==> config.mk <==
export PLATFORM = sky130hd
export DESIGN_NAME = fifo_uart_tx
export DESIGN_NICKNAME = d
export VERILOG_FILES = /design/src/rtl/fifo_uart_tx.sv
export SDC_FILE = /design/constraint.sdc
export NUM_CORES = 1
export LEC_CHECK = 0
export CAP_MARGIN = 5
export CORE_MARGIN = 1
export CORE_UTILIZATION = 47
export CTS_BUF_LIST = sky130_fd_sc_hd__clkbuf_16
export CTS_CLUSTER_SIZE = 14
export DETAILED_ROUTE_END_ITERATION = 6
export PLACE_DENSITY = 0.74
export SKIP_LAST_GASP = 1
export SLEW_MARGIN = 20
export SYNTH_ARGS = -nofsm -noshare
export SYNTH_HDL_FRONTEND = slang
export SYNTH_SLANG_ARGS = --single-unit
==> constraint.sdc <==
create_clock -name clk -period 1.9 [get_ports clk]
set_input_delay 0.19 -clock clk [delete_from_list [all_inputs] [get_ports clk]]
set_output_delay 0.19 -clock clk [all_outputs]
set_load 0.05 [all_outputs]
==> src/rtl/fifo_uart_tx.sv <==
// -----------------------------------------------------------------------------
// fifo_uart_tx
//
// Drain stage between a single-clock byte FIFO and a UART pin. Pops one byte
// at a time through the FIFO read port and serialises it 8N1 (start, 8 data
// bits LSB first, stop) at CLKS_PER_BIT clocks per bit. Reports a busy flag
// and a wrapping count of completed frames.
//
// Optional feature: define FIFO_UART_TX_PARITY_EN to insert an even-parity
// bit between the last data bit and the stop bit (frame becomes 8E1).
//
// Parameters
//   CLKS_PER_BIT  clk cycles per UART bit (2..65535)
//   COUNT_W       width of frame_count
//
// Ports
//   clk          in   system clock, rising edge
//   rst          in   asynchronous active-high reset
//   tx_enable    in   permits fetching of new bytes
//   buf_empty    in   FIFO empty flag
//   buf_out      in   FIFO read data, valid the cycle after rd_en is sampled
//   rd_en        out  FIFO pop strobe, one-cycle pulse per byte (registered)
//   tx           out  serial line, idle high (registered)
//   tx_busy      out  high from the rd_en cycle through the last stop cycle
//   frame_count  out  frames completed since reset, wraps
//   dbg_state_o  out  current FSM state encoding (observation only)
//
// FIFO read handshake: the FIFO offers data when buf_empty=0 (its "valid");
// rd_en is this block's one-cycle "ready/take". A pop is only issued when
// tx_enable=1 and buf_empty=0 are both sampled on the deciding clock edge,
// and no further pop is issued until the fetched byte has been fully sent,
// so at most one pop is ever outstanding. The popped byte is captured one
// cycle after the rd_en cycle.
// -----------------------------------------------------------------------------
module fifo_uart_tx #(
  parameter int CLKS_PER_BIT = 16,
  parameter int COUNT_W      = 16
) (
  input  logic               clk,
  input  logic               rst,
  input  logic               tx_enable,
  input  logic               buf_empty,
  input  logic [7:0]         buf_out,
  output logic               rd_en,
  output logic               tx,
  output logic               tx_busy,
  output logic [COUNT_W-1:0] frame_count,
  output logic [2:0]         dbg_state_o
);

  localparam int BAUD_W = (CLKS_PER_BIT > 1) ? $clog2(CLKS_PER_BIT) : 1;
  localparam logic [BAUD_W-1:0] BAUD_LAST = BAUD_W'(CLKS_PER_BIT - 1);

  typedef enum logic [2:0] {
    ST_IDLE   = 3'd0,
    ST_FETCH  = 3'd1,
    ST_START  = 3'd2,
    ST_DATA   = 3'd3,
    ST_PARITY = 3'd4,
    ST_STOP   = 3'd5
  } state_t;

  state_t               state_q, state_d;
  logic [BAUD_W-1:0]    baud_q, baud_d;
  logic [2:0]           bit_q, bit_d;
  logic [7:0]           shift_q, shift_d;
  logic                 rd_en_q, rd_en_d;
  logic                 tx_q, tx_d;
  logic                 busy_q, busy_d;
  logic [COUNT_W-1:0]   count_q, count_d;
  logic                 baud_last;
  logic                 can_fetch;

  assign baud_last = (baud_q == BAUD_LAST);
  assign can_fetch = tx_enable && !buf_empty;

  // ---------------------------------------------------------------------------
  // Next-state and registered-output logic
  // ---------------------------------------------------------------------------
  always_comb begin
    state_d = state_q;
    baud_d  = baud_q;
    bit_d   = bit_q;
    shift_d = shift_q;
    count_d = count_q;
    rd_en_d = 1'b0;

    case (state_q)
      // The rd_en pulse is visible while the FSM sits in IDLE. Arriving from
      // a completed frame it was already decided on the last stop edge, so the
      // very first IDLE cycle carries it; otherwise IDLE samples the FIFO and
      // raises rd_en for the following cycle. Once rd_en is high, move on.
      ST_IDLE: begin
        if (rd_en_q) begin
          state_d = ST_FETCH;
        end else if (can_fetch) begin
          rd_en_d = 1'b1;
        end
      end

      // buf_out now holds the byte popped by the previous rd_en cycle.
      ST_FETCH: begin
        shift_d = buf_out;
        baud_d  = '0;
        state_d = ST_START;
      end

      ST_START: begin
        if (baud_last) begin
          baud_d  = '0;
          bit_d   = 3'd0;
          state_d = ST_DATA;
        end else begin
          baud_d = baud_q + BAUD_W'(1);
        end
      end

      ST_DATA: begin
        if (baud_last) begin
          baud_d = '0;
          if (bit_q == 3'd7) begin
`ifdef FIFO_UART_TX_PARITY_EN
            state_d = ST_PARITY;
`else
            state_d = ST_STOP;
`endif
          end else begin
            bit_d = bit_q + 3'd1;
          end
        end else begin
          baud_d = baud_q + BAUD_W'(1);
        end
      end

      ST_PARITY: begin
        if (baud_last) begin
          baud_d  = '0;
          state_d = ST_STOP;
        end else begin
          baud_d = baud_q + BAUD_W'(1);
        end
      end

      ST_STOP: begin
        if (baud_last) begin
          baud_d  = '0;
          count_d = count_q + COUNT_W'(1);
          state_d = ST_IDLE;
          // Deciding the next pop here lets the first IDLE cycle carry rd_en,
          // giving back-to-back frames a 2-cycle gap (IDLE + FETCH).
          if (can_fetch) begin
            rd_en_d = 1'b1;
          end
        end else begin
          baud_d = baud_q + BAUD_W'(1);
        end
      end

      default: begin
        state_d = ST_IDLE;
      end
    endcase

    // tx is registered: it reflects the level belonging to the state being
    // entered, so it changes on the same edge as the state.
    tx_d = 1'b1;
    case (state_d)
      ST_START:  tx_d = 1'b0;
      ST_DATA:   tx_d = shift_d[bit_d];
      ST_PARITY: tx_d = ^shift_d;
      default:   tx_d = 1'b1;
    endcase

    busy_d = rd_en_d || (state_d != ST_IDLE);
  end

  // ---------------------------------------------------------------------------
  // State registers
  // ---------------------------------------------------------------------------
  always_ff @(posedge clk or posedge rst) begin
    if (rst) begin
      state_q <= ST_IDLE;
      baud_q  <= '0;
      bit_q   <= 3'd0;
      shift_q <= 8'h00;
      rd_en_q <= 1'b0;
      tx_q    <= 1'b1;
      busy_q  <= 1'b0;
      count_q <= '0;
    end else begin
      state_q <= state_d;
      baud_q  <= baud_d;
      bit_q   <= bit_d;
      shift_q <= shift_d;
      rd_en_q <= rd_en_d;
      tx_q    <= tx_d;
      busy_q  <= busy_d;
      count_q <= count_d;
    end
  end

  assign rd_en       = rd_en_q;
  assign tx          = tx_q;
  assign tx_busy     = busy_q;
  assign frame_count = count_q;
  assign dbg_state_o = state_q;

endmodule

==> results.md, run 1 <==
- Clock root buffer: clkbuf_16
- Antenna Nets Post-Route: 0
- Run status: complete, no violations
- Top cells by count, synth: 36 x dfrtp_1, 18 x nand2_1, 18 x xnor2_1
- Initial Util: 48.6%
- Yosys warns: 0
- Chip Height: 66.3 um
- Synth top area cells: dfrtp_1 46%, xnor2_1 8.1%, mux2_2 5.2%, nand2_1 3.5%, and3_1 2.6%
- Max Freq: 0.544 GHz
- Syn Area/Cell: 10.7 sq um
- CP endpoint kind: flop
- Arr. time, crit path: 1.99 ns
- Max VDD drop: 0.778 mV
- Flop and latch count out of synthesis: 37
- DR pass1 iterations: 4
- Max incr delay on CP: 0.46 ns
- CORE AREA: 4000 sq um
- Async SR Flop Fraction: 100%
- RD Place Congestion: 0.865
- Pin count of the biggest net entering global routing: 24
- Layout cells sized above 1: 27.7%
- Number of flops mapped to enable cells by yosys: 0
- CTS tree: done
- Post-Synthesis Cells: 181
- Via count: 1563
- Worst-path fanout max: 7
- Worst Hold Class: primary input to async pin
- Leakage: 1.20 nW
- Required time of the critical path: 2.05 ns
- Via-per-instance ratio: 5.48
- PwrDens: 1180 nW/um^2
- CTS buffer count: 5
- Initial antenna violation count: 0
- Clk buf depth: 2
- Vias in the first global route: 1589
- Final Max Tran Viols: 0
- Worst path cell trace: ha_4 > and3_4 > mux2_4 > a21boi_2 > o21ai_2 > or4_1
- Full die area: 4400 sq um
- Min cycle time layout: 1.84 ns
- Grt ovf: 0
- Clock Latency Late Sink: 0.28 ns
- Antenna cells: 0
- Total power: 3.17 mW
- Boundary pin count: 34
- Synth cell types: 42
- DP Cell Count: 276
- Mapped Nets: 196
- Synth top area share: 46.3%
- # setup viols final: 0
- Most frequently used flop master after synthesis: dfrtp_1
- Initial DRC count: 57
- Unrepaired setup endpoints after global routing: true
- PortBufs: 33
- Synth area leader: dfrtp_1
- Clock skew: 0.00380 ns
- CP Launch Type: flop
- DR WL/cell: 15.6 um
- Die span in x: 66.3 um
- H-tree depth: 2
- Least-Margin Pin Slew: 0.511 ns
- Rel. slew slack: 65.8%
- Sequential area share after synthesis: 47.7%
- DP HPWL: 3260 um
- WS Path Type: flop to flop
- Top-count cell post-synth: dfrtp_1
- # DRC: 0
- Wirelength, routed: 4440 um
- Synthesized cell area: 1940 sq um
- Tcrit/Tclk final: 96.8%
- Max_cap viols: 0
- Placed Area: 2500 sq um
- Post-Layout Cell Count: 285
- Sink Count: 37
- Final hold violation count: 0
- GRT Util Overall: 22.7%
- Clock slew seen by the registers of the worst setup and hold paths: 0.06 ns
- P&R area growth vs syn: 37.8%
- Design area: 2680 sq um
- First-pass GRT wire length: 7400 um
- Crit-path slowest cell: or4_1
- Row cnt: 23
- Nets: 249
routing by layer:
layer	GRT usage [%]	part of all wire (%)	vias up
met1	27.7	44	769
met2	37.9	51	36
met4	11.2	2.1	0
met5	0	0	-
met3	4.66	3.7	10
li1	-	-	748
worst paths after layout:
kind,from,to,slack (ns),cells past startpoint
setup / recovery,baud_q[1],tx_busy,0.06,6
hold / removal,rst,frame_count[15],0.24,3
setup reg to reg,baud_q[1],tx_busy,0.06,6
hold reg to reg,frame_count[15],frame_count[15],0.48,1
max in group asynchronous,rst,tx,1.34,3
min in group clk,frame_count[15],frame_count[15],0.48,1
flip-flops by register name, indices dropped and copies added (netlist names):
register and flops:
rd_en 1, frame_count 16, dbg_state_o 3, baud_q 4, bit_q 3, shift_q 8
tx 1, tx_busy 1
layout by cell type, fill, tap and decap left out, drive strengths merged, types with 5 or more instances in the layout:
cell | Yosys | routed
xnor2 | 18 | 18
a21oi | 7 | 7
inv | 6 | 7
dfrtp | 36 | 36
a211oi | 5 | 5
clkbuf | 0 | 5
mux2 | 12 | 12
nor3 | 8 | 8
and3 | 9 | 9
nand3 | 7 | 7
nand2 | 18 | 18
buf | 6 | 20
clkdlybuf4s50 | 0 | 32
o21ai | 6 | 6
nor2 | 8 | 8
metrics by stage:
| stage | setup WS (ns) | setup TNS (ns) | hold slack [ns] | util (%) |
|---|---|---|---|---|
| 2_1_floorplan | -0.164 | -0.190 | 0.263 | - |
| 3_3_place_gp | 0.0680 | 0 | 0.462 | 62.4 |
| 3_5_place_dp | -0.00511 | -0.00511 | 0.475 | 62.4 |
| 4_1_cts | 0.00107 | 0 | 0.245 | 65.9 |
| 5_1_grt | -0.0449 | -0.0679 | 0.273 | 67.0 |
| 6_report | 0.0612 | 0 | 0.237 | 67.0 |
what timing repair did:
action / 4_1_cts / 5_1_grt
hold buffers: 0 / 0
setup endpoints to repair: 2 / 5
setup buffers: 0 / 1
gates resized for setup: 1 / 9
cloned: 0 / 0
kinds of logic (layout without fill, tap and decap cells):
group	after synthesis	count (layout)	share of synthesized area, %
and+or+nand+nor	66	66	19.2
DFF	37	37	47.7
AOI/OAI and AO/OA	29	29	10.4
xor gates and xnor gates	22	22	9.91
muxes	12	12	7.53
buffers and inverters	12	66	3.35
adders and majority gates	3	3	1.93
report_power, final:
part / internal, mW / total (mW) / switching [mW]
logic: 0.649 / 1.28 / 0.627
registers: 0.964 / 1.11 / 0.144
clock network: 0.476 / 0.783 / 0.307
worst max-delay path, delay by kind of cell, from the launching register on:
| family | cells | cell delay (ns) |
|---|---|---|
| compound gates | 2 | 0.20 |
| simple gates | 2 | 0.66 |
| mux | 1 | 0.27 |
| flops | 1 | 0.41 |
| fa+ha+maj | 1 | 0.18 |
area by class of cell:
cell class | count | area [sq um]
clock buffers | 5 | 125
clock inverters | 3 | 13.8
fillers | 304 | 1320
inverters | 6 | 22.5
multi-input cells | 132 | 1040
flip-flops and latches | 37 | 931
well taps | 50 | 62.6
repair buffers | 52 | 483
Power figures use the tool's default switching activity.
==> run 2: changes to the inputs <==
- CAP_MARGIN: 5 -> not set
==> results of run 2 <==
The final DEF is identical to that of run 1; final timing and power are the same.
==> run 3: changes to the inputs <==
- ABC_CLOCK_PERIOD_IN_PS: not set -> 1900
- CTS_CLUSTER_SIZE: 14 -> not set
==> results of run 3 <==
The final DEF is identical to that of run 1; final timing and power are the same.
